File: config.mk
export PLATFORM = sky130hd
export DESIGN_NAME = pps_lock_supervisor
export DESIGN_NICKNAME = d
export VERILOG_FILES = /design/src/rtl/pps_lock_supervisor.sv
export SDC_FILE = /design/constraint.sdc
export NUM_CORES = 1
export LEC_CHECK = 0
export ABC_AREA = 1
export BUFFER_PORTS_ARGS = -buffer_cell sky130_fd_sc_hd__clkbuf_2
export CAP_MARGIN = 15
export CORE_MARGIN = 2
export CORE_UTILIZATION = 40
export DETAILED_ROUTE_END_ITERATION = 8
export SLEW_MARGIN = 0
export SYNTH_ARGS = -nofsm -noshare
export SYNTH_HDL_FRONTEND = slang
export SYNTH_SLANG_ARGS = --single-unit
File: constraint.sdc
create_clock -name clk_sys_i -period 8.5 [get_ports clk_sys_i]
set_clock_uncertainty 0.1 [all_clocks]
set_input_delay 1.7 -clock clk_sys_i [delete_from_list [all_inputs] [get_ports clk_sys_i]]
set_output_delay 1.7 -clock clk_sys_i [all_outputs]
set_load 0.005 [all_outputs]
File: src/rtl/pps_lock_supervisor.sv
// PPS lock supervisor: measures the White Rabbit PPS period, tracks lock, and
// flywheels a synthetic PPS for a bounded number of seconds after the reference is lost.
module pps_lock_supervisor #(
  parameter int unsigned EXPECTED_CYCLES = 62500000,
  parameter int unsigned TOLERANCE       = 2,
  parameter int unsigned LOCK_COUNT      = 4,
  parameter int unsigned HOLDOVER_MAX    = 10
) (
  input  logic        clk_sys_i,
  input  logic        reset_i,
  input  logic        pps_i,
  input  logic        clear_i,
  output logic        pps_o,
  output logic [1:0]  state_o,
  output logic        locked_o,
  output logic [31:0] period_o,
  output logic        period_valid_o,
  output logic [15:0] err_count_o,
  output logic [31:0] sec_count_o
);

  typedef enum logic [1:0] {
    IDLE     = 2'd0,
    ACQUIRE  = 2'd1,
    LOCKED   = 2'd2,
    HOLDOVER = 2'd3
  } state_t;

  localparam logic [31:0] EXP    = 32'(EXPECTED_CYCLES);
  localparam logic [31:0] LO     = 32'(EXPECTED_CYCLES - TOLERANCE);
  localparam logic [31:0] HI     = 32'(EXPECTED_CYCLES + TOLERANCE);
  localparam logic [31:0] TMO    = 32'(EXPECTED_CYCLES + TOLERANCE + 1);
  localparam logic [31:0] TOL    = 32'(TOLERANCE);
  localparam logic [15:0] LOCK_N = 16'(LOCK_COUNT);
  localparam logic [15:0] HO_N   = 16'(HOLDOVER_MAX);

  state_t      state, state_n;
  logic        pps_d;
  logic [31:0] cnt, ph;
  logic [15:0] good_cnt, ho_cnt;

  logic pps_edge, timeout, wrap, good, aligned;
  logic measure, good_inc, good_clr, ho_inc, ho_clr, err_inc, emit_wrap, pulse;

  assign pps_edge = pps_i & ~pps_d;
  assign timeout  = ~pps_edge && (cnt == TMO);
  assign wrap     = (ph == EXP);
  assign good     = (cnt >= LO) && (cnt <= HI);
  assign aligned  = (ph <= TOL) || (ph >= LO);
  assign pulse    = pps_edge | emit_wrap;
  assign state_o  = state;

  always_ff @(posedge clk_sys_i or posedge reset_i) begin
    if (reset_i) state <= IDLE;
    else         state <= state_n;
  end

  always_comb begin
    state_n   = state;
    measure   = 1'b0;
    good_inc  = 1'b0;
    good_clr  = 1'b0;
    ho_inc    = 1'b0;
    ho_clr    = 1'b0;
    err_inc   = 1'b0;
    emit_wrap = 1'b0;
    case (state)
      IDLE: begin
        if (pps_edge) begin
          state_n  = ACQUIRE;
          good_clr = 1'b1;
        end
      end
      ACQUIRE: begin
        if (pps_edge) begin
          measure = 1'b1;
          if (good) begin
            good_inc = 1'b1;
            if (good_cnt + 16'd1 >= LOCK_N) state_n = LOCKED;
          end else begin
            good_clr = 1'b1;
          end
        end else if (timeout) begin
          state_n = IDLE;
        end
      end
      LOCKED: begin
        if (pps_edge) begin
          measure = 1'b1;
          if (!good) begin
            state_n  = ACQUIRE;
            good_clr = 1'b1;
            err_inc  = 1'b1;
          end
        end else if (timeout) begin
          state_n = HOLDOVER;
          ho_clr  = 1'b1;
          err_inc = 1'b1;
        end
      end
      HOLDOVER: begin
        // A returning edge is judged by phase against the flywheel, not by period.
        if (pps_edge) begin
          measure = 1'b1;
          if (aligned) begin
            state_n = LOCKED;
          end else begin
            state_n  = ACQUIRE;
            good_clr = 1'b1;
          end
        end else if (wrap) begin
          emit_wrap = 1'b1;
          ho_inc    = 1'b1;
          if (ho_cnt + 16'd1 >= HO_N) begin
            state_n = IDLE;
            err_inc = 1'b1;
          end
        end
      end
      default: state_n = IDLE;
    endcase
  end

  always_ff @(posedge clk_sys_i or posedge reset_i) begin
    if (reset_i) begin
      pps_d          <= 1'b1;  // a level already high at release is not an edge
      cnt            <= '0;
      ph             <= '0;
      good_cnt       <= '0;
      ho_cnt         <= '0;
      pps_o          <= 1'b0;
      locked_o       <= 1'b0;
      period_o       <= '0;
      period_valid_o <= 1'b0;
      err_count_o    <= '0;
      sec_count_o    <= '0;
    end else begin
      pps_d <= pps_i;

      if (pps_edge)        cnt <= 32'd1;
      else if (cnt != '1)  cnt <= cnt + 32'd1;

      if (pps_edge || wrap) ph <= 32'd1;
      else                  ph <= ph + 32'd1;

      if (good_clr)      good_cnt <= '0;
      else if (good_inc) good_cnt <= good_cnt + 16'd1;

      if (ho_clr)      ho_cnt <= '0;
      else if (ho_inc) ho_cnt <= ho_cnt + 16'd1;

      period_valid_o <= measure;
      if (measure) period_o <= cnt;

      pps_o    <= pulse;
      locked_o <= (state_n == LOCKED);

      if (clear_i)                         err_count_o <= '0;
      else if (err_inc && err_count_o != '1) err_count_o <= err_count_o + 16'd1;

      if (clear_i)    sec_count_o <= '0;
      else if (pulse) sec_count_o <= sec_count_o + 32'd1;
    end
  end

endmodule
==> flow_metrics.env, run 1 <==
export IMPL_outcome="finished, final reports clean"
export IMPL_numCtsBuffers=17
export IMPL_via_count=9797
export IMPL_hp_start="period_o[27]"
export IMPL_cts_tree="built"
export IMPL_path_depth=9
export IMPL_ys_top_cells_by_area="dfrtp_1, nand2_1, nor2_1"
export IMPL_grt_pass1_wl_mm=46.97
export IMPL_clock_latency_ns=0.44
export IMPL_crit_fanout=27
export IMPL_ant_nets=0
export IMPL_diodes=0
export IMPL_via_per_inst=5.154
export IMPL_setup_viol=0
export IMPL_p_leak_nw=5.450
export IMPL_combPwrFrac_pct=9.8
export IMPL_ios=89
export IMPL_syn_nets=1492
export IMPL_postCtsSetupBuffers=0
export IMPL_final_setup_tns_ns=0
export IMPL_crit_path_cell_trace="clkbuf_2, inv_1, nor2_2, buf_4, inv_2, nand2_1, clkinv_1, o21ai_0, a21oi_1"
export IMPL_rr_endpoint="ph[25]"
export IMPL_grt_max_degree=121
export IMPL_ys_seq_elements=182
export IMPL_yosysTopAreaCell="dfrtp_1"
export IMPL_core_area_um2=26210
export IMPL_worstRegToRegCells=10
export IMPL_internal_power_w=0.001448
export IMPL_start_util_pct=40.92
export IMPL_cts_resized=0
export IMPL_rows=59
export IMPL_drt_iter0_markers=819
export IMPL_slowest_stage="nand2_1"
export IMPL_ys_types=44
export IMPL_clock_path_buffers=2
export IMPL_cts_root_buf="clkbuf_16"
export IMPL_clkTransAtPathRegs_ns=0.07
export IMPL_drc=0
export IMPL_crit_end="ph[25]"
export IMPL_wire_per_inst_um=14.51
export IMPL_r2r_slack_ns=5.56
export IMPL_grt_pass1_vias=9027
export IMPL_slowest_delay_ns=0.71
export IMPL_avgSynthCellArea_um2=7.256
export IMPL_syn_area_um2=10720
export IMPL_dieArea_um2=28140
export IMPL_p_seq_share_pct=47.8
export IMPL_n_fill_cell=2664
export IMPL_rsz0062_at_grt="no"
export IMPL_place_gp_congestion=0.9161
export IMPL_min_path_type="reg2reg"
export IMPL_die_w_um=167.7
export IMPL_antenna_found_initial=0
export IMPL_drv_slew=0
export IMPL_hpwl_mm=20.17
export IMPL_crit_buf_inv=5
export IMPL_syn2layout_area_growth_pct=12.48
export IMPL_die_h_um=167.7
export IMPL_port_buffers=88
export IMPL_grt_overflow_total=0
export IMPL_switchingPower_w=0.0005261
export IMPL_startpoint_type="input pin"
export IMPL_synth_top_area_share_pct=42.24
export IMPL_fin_crit_sh_pct=44.24
export IMPL_sw_frac_of_total_pct=26.65
export IMPL_crit_path_end_kind="flip-flop"
export IMPL_relSlewSlack_pct=41.68
export IMPL_cts_sinks=182
export IMPL_nets=1567
export IMPL_fin_hold_ws_ns=0.3741
export IMPL_yosys_warnings=0
export IMPL_max_vdd_ir_drop_mv=0.1326
export IMPL_period_needed_ns=3.760
export IMPL_yosysSeqAreaShare_pct=42.48
export IMPL_tightestPinTransition_ns=0.8748
export IMPL_arrival_ns=3.98
export IMPL_timing_rr_start="ph[20]"
export IMPL_p_per_area_nw_per_um2=163.7
export IMPL_cap_violations=0
export IMPL_clkPwrFrac_pct=42.5
export IMPL_fmax_ghz=0.2659
export IMPL_crit_path_start="pps_i"
export IMPL_wirelength_mm=27.58
export IMPL_cp_top_family="buffers and inverters"
export IMPL_drive_gt1_share_pct=10.73
export IMPL_cts_htree_levels=4
export IMPL_finalHoldViolCount=0
export IMPL_grt_usage_pct=20.29
export IMPL_fin_cells=1901
export IMPL_ctsHoldBuffers=0
export IMPL_drtPass1Iterations=5
export IMPL_dpl_cell_count=1869
export IMPL_criticalPathCategory="in2reg"
export IMPL_postSynthCellCount=1478
export IMPL_required_ns=8.72
## cell usage in the layout (no fill, tap or decap), types with 12 or more instances in the layout
master     instances
nor4_1            23
inv_1            149
dfrtp_1          181
nor3_1            40
nand2_2           12
xor2_1            51
nand3_1          103
a21oi_1           60
nor2_1           221
nand2_1          353
clkbuf_2          88
clkbuf_16         17
nand4_1           49
o21ai_0          103
## how the worst min path moves through the flow
stage / slack, ns / end / cells after the start
floorplan: 0.36 / cnt[18] / 1
global placement: 0.35 / period_o[24] / 2
detailed placement: 0.36 / period_o[27] / 2
CTS: 0.38 / period_o[27] / 2
global route: 0.41 / period_o[7] / 2
finish: 0.37 / period_o[27] / 2
## metrics by stage
step | total power, W | utilization [%] | cell area [um2] | setup slack [ns]
CTS | 0.001996 | 46.03 | 12060 | 4.730
global route | 0.002072 | 46.03 | 12060 | 4.386
detailed placement | 0.001154 | 43.66 | 11440 | 4.270
finish | 0.001975 | 46.03 | 12060 | 4.740
floorplan | 0.001087 | - | 10720 | 1.758
global placement | 0.001152 | 43.66 | 11440 | 4.346
## worst register-to-register path, stage by stage (launching register included)
cell and delay, ns:
dfrtp_1 0.42, nand2_1 0.11, inv_1 0.06, nand4_1 0.08, nand3b_1 0.26, nor2_1 0.20, nand4_1 0.18, nand2_1 0.67
clkinv_1 0.50, o21ai_0 0.18, a21oi_1 0.06
## routing by layer
layer  wire length (um)  GRT usage, %
met5                  0             0
met1              13920         29.90
met3                936         3.214
met2              12370         31.17
met4                353         5.142
## synth_stat cells (all sizes together)
| library cell | count |
|---|---|
| nand2 | 368 |
| nor2 | 229 |
| dfrtp | 181 |
| inv | 157 |
| o21ai | 105 |
| nand3 | 103 |
| a21oi | 60 |
| xor2 | 51 |
| nand4 | 50 |
| nor3 | 47 |
| clkbuf | 23 |
| nor4 | 23 |
| buf | 12 |
| ha | 10 |
| xnor2 | 10 |
| o31ai | 9 |
| a31oi | 6 |
| nor3b | 6 |
| o21a | 6 |
| or2 | 4 |
| a211oi | 3 |
| and3 | 3 |
| o22ai | 3 |
| and2 | 2 |
| o211a | 2 |
| a41oi | 1 |
| clkinv | 1 |
| dfstp | 1 |
| nand3b | 1 |
| o211ai | 1 |
## flip-flops by register name (all words and copies together) (netlist names)
name and flops:
ho_cnt 16, locked_o 1, pps_d 1, ph 32
period_o 32, state_o 2, good_cnt 16, period_valid_o 1
pps_o 1, err_count_o 16, sec_count_o 32, cnt 32
## cell type report
| cell class | count | area, um2 | share of cell area (%) |
|---|---|---|---|
| Clock buffer | 23 | 508.0 | 4.211 |
| Clock inverter | 9 | 113.9 | 0.9439 |
| Inverter | 158 | 600.6 | 4.979 |
| Multi-Input combinational cell | 1103 | 5403 | 44.79 |
| Sequential cell | 182 | 4556 | 37.77 |
| Tap cell | 335 | 419.2 | 3.475 |
| Timing Repair Buffer | 91 | 462.9 | 3.838 |
## power by group through the flow
stage / Clock [W] / Combinational [W] / Sequential, W
after floorplan: 0 / 0.000135 / 0.000953
after global placement: 0 / 0.000194 / 0.000958
after detailed placement: 0 / 0.000195 / 0.000959
after CTS: 0.000858 / 0.000196 / 0.000943
after global routing: 0.000897 / 0.000226 / 0.000949
final: 0.000838 / 0.000193 / 0.000943
## cell families after synthesis
kind of cell / synth area share (%)
xor gates and xnor gates: 4.982
buffers and inverters: 7.140
adders and majority gates: 1.167
AOI/OAI and AO/OA: 9.906
and+or+nand+nor: 34.33
DFF: 42.48
Power figures use the tool's default switching activity.
==> run 2: changes to the inputs <==
- clock period: 8.5 -> 3.3 ns (I/O delays scaled with it)
==> run 2 against run 1 <==
Effect of this change: first-iteration DRC count rose by 8.5%; clock-buffer cell count decreased by 4; worst setup slack got worse by 4.1 ns; register-to-register slack got worse by 4.9 ns; highest routed layer unchanged; clock power grew to 2.6 times the previous value; critical path type is now reg2reg; largest power group unchanged.
==> flow_metrics.env, run 2 (same netlist as run 1, synthesis figures left out) <==
export IMPL_outcome="finished, final reports clean"
export IMPL_period_needed_ns=2.613
export IMPL_tightestPinTransition_ns=0.8510
export IMPL_wirelength_mm=28.25
export IMPL_crit_path_cell_trace="inv_1, nand2_1, nor2_1, nand2_1, nor2_2, nand2_1, nand2_1, nand2_1, nand2_2, nand4_2, inv_2, o21ai_0, a21oi_1"
export IMPL_crit_fanout=17
export IMPL_rsz0062_at_grt="no"
export IMPL_core_area_um2=26210
export IMPL_arrival_ns=2.88
export IMPL_switchingPower_w=0.001429
export IMPL_slowest_delay_ns=0.41
export IMPL_final_cell_mix="nand2_1, nor2_1, dfrtp_1, inv_1"
export IMPL_post_route_worst_setup_slack_ns=0.6873
export IMPL_start_util_pct=40.92
export IMPL_drc=0
export IMPL_clock_path_buffers=2
export IMPL_cts_sinks=182
export IMPL_via_count=10039
export IMPL_setup_viol=0
export IMPL_sw_frac_of_total_pct=28.08
export IMPL_syn2layout_area_growth_pct=13.18
export IMPL_cts_root_buf="clkbuf_16"
export IMPL_finalHoldViolCount=0
export IMPL_required_ns=3.56
export IMPL_slowest_stage="dfrtp_1"
export IMPL_ios=89
export IMPL_p_leak_nw=5.493
export IMPL_p_per_area_nw_per_um2=419.2
export IMPL_port_buffers=88
export IMPL_grt_overflow_total=0
export IMPL_clkPwrFrac_pct=42.1
export IMPL_diodes=0
export IMPL_nets=1578
export IMPL_wire_per_inst_um=14.78
export IMPL_cp_top_family="simple AND/OR/NAND/NOR gates"
export IMPL_grt_max_degree=58
export IMPL_antenna_found_initial=0
export IMPL_grt_usage_pct=20.69
export IMPL_n_fill_cell=2634
export IMPL_path_depth=13
export IMPL_startpoint_type="flip-flop"
export IMPL_clock_latency_ns=0.44
export IMPL_place_gp_congestion=0.9420
export IMPL_drt_iter0_markers=889
export IMPL_cap_violations=0
export IMPL_ctsHoldBuffers=0
export IMPL_drtPass1Iterations=7
export IMPL_max_vdd_ir_drop_mv=0.2518
export IMPL_hpwl_mm=21.02
export IMPL_ant_nets=0
export IMPL_p_seq_share_pct=47.7
export IMPL_min_path_type="in2async"
export IMPL_final_setup_tns_ns=0
export IMPL_postCtsSetupBuffers=0
export IMPL_cts_htree_levels=4
export IMPL_placedInstanceArea_um2=11530
export IMPL_cts_tree="built"
export IMPL_relSlewSlack_pct=43.15
export IMPL_die_w_um=167.7
export IMPL_crit_top_cell="nand2_1"
export IMPL_grt_pass1_wl_mm=47.60
export IMPL_crit_path_end_kind="flip-flop"
export IMPL_internal_power_w=0.003659
export IMPL_rows=59
export IMPL_die_h_um=167.7
export IMPL_cts_resized=0
export IMPL_layout_commonest_cell="nand2_1"
export IMPL_via_per_inst=5.251
export IMPL_drive_gt1_share_pct=11.29
export IMPL_crit_buf_inv=2
export IMPL_place_ws_ns=0.6943
export IMPL_r2r_slack_ns=0.69
export IMPL_clkTransAtPathRegs_ns=0.08
export IMPL_combPwrFrac_pct=10.2
export IMPL_numCtsBuffers=17
export IMPL_fin_crit_sh_pct=79.17
export IMPL_drv_slew=0
export IMPL_dieArea_um2=28140
export IMPL_worstRegToRegCells=13
export IMPL_fmax_ghz=0.3827
export IMPL_criticalPathCategory="reg2reg"
export IMPL_grt_pass1_vias=9412
export IMPL_fin_area_um2=12140
[run 2: worst paths after layout]
path,end,from
min in group clk_sys_i,pps_d,pps_i
worst min-delay path,sec_count_o[7],reset_i
worst min register to register,period_o[30],period_o[30]
worst max register to register,good_cnt[4],cnt[12]
max in group asynchronous,pps_d,reset_i
worst max-delay path,good_cnt[4],cnt[12]
[run 2: layer usage]
metal / GRT usage, % / part of all wire (%)
met1: 29.32 / 48
met2: 32.44 / 45
met3: 3.545 / 4.5
met4: 6.427 / 1.6
met5: 0 / 0
[run 2: stage by stage]
| step | utilization, % | hold slack, ns | instances | power [W] |
|---|---|---|---|---|
| final | 46.32 | 0.2627 | 1912 | 0.005088 |
| after global routing | 46.32 | 0.2454 | 1912 | 0.005335 |
| after CTS | 46.32 | 0.2348 | 1912 | 0.005148 |
| after detailed placement | 44.01 | 0.3597 | 1880 | 0.002992 |
| after global placement | 44.01 | 0.3577 | 1880 | 0.002984 |
| after floorplan | - | 0.3556 | 1478 | 0.002801 |
[run 2: power by group through the flow]
| stage | logic [W] | clock network (W) | registers, W |
|---|---|---|---|
| detailed placement | 0.000522 | 0 | 0.00247 |
| finish | 0.000518 | 0.00214 | 0.00243 |
| floorplan | 0.000347 | 0 | 0.00245 |
| CTS | 0.000523 | 0.00220 | 0.00243 |
| global placement | 0.000513 | 0 | 0.00247 |
| global route | 0.000603 | 0.00229 | 0.00245 |
[run 2: area by class of cell]
class / count / area, um2 / share of cell area (%)
Inverter: 158 / 596.8 / 4.917
Timing Repair Buffer: 102 / 558.0 / 4.597
Sequential cell: 182 / 4556 / 37.53
Tap cell: 335 / 419.2 / 3.453
Clock inverter: 13 / 162.7 / 1.340
Clock buffer: 19 / 442.9 / 3.649
Multi-Input combinational cell: 1103 / 5403 / 44.51
[run 2: worst register-to-register path, cell delays in order, from the launching register on]
cell     delay, ns
dfrtp_1       0.41
inv_1         0.21
nand2_1       0.14
nor2_1        0.15
nand2_1       0.09
nor2_2        0.14
nand2_1       0.07
nand2_1       0.06
nand2_1       0.06
nand2_2       0.11
nand4_2       0.35
inv_2         0.37
o21ai_0       0.12
a21oi_1       0.17
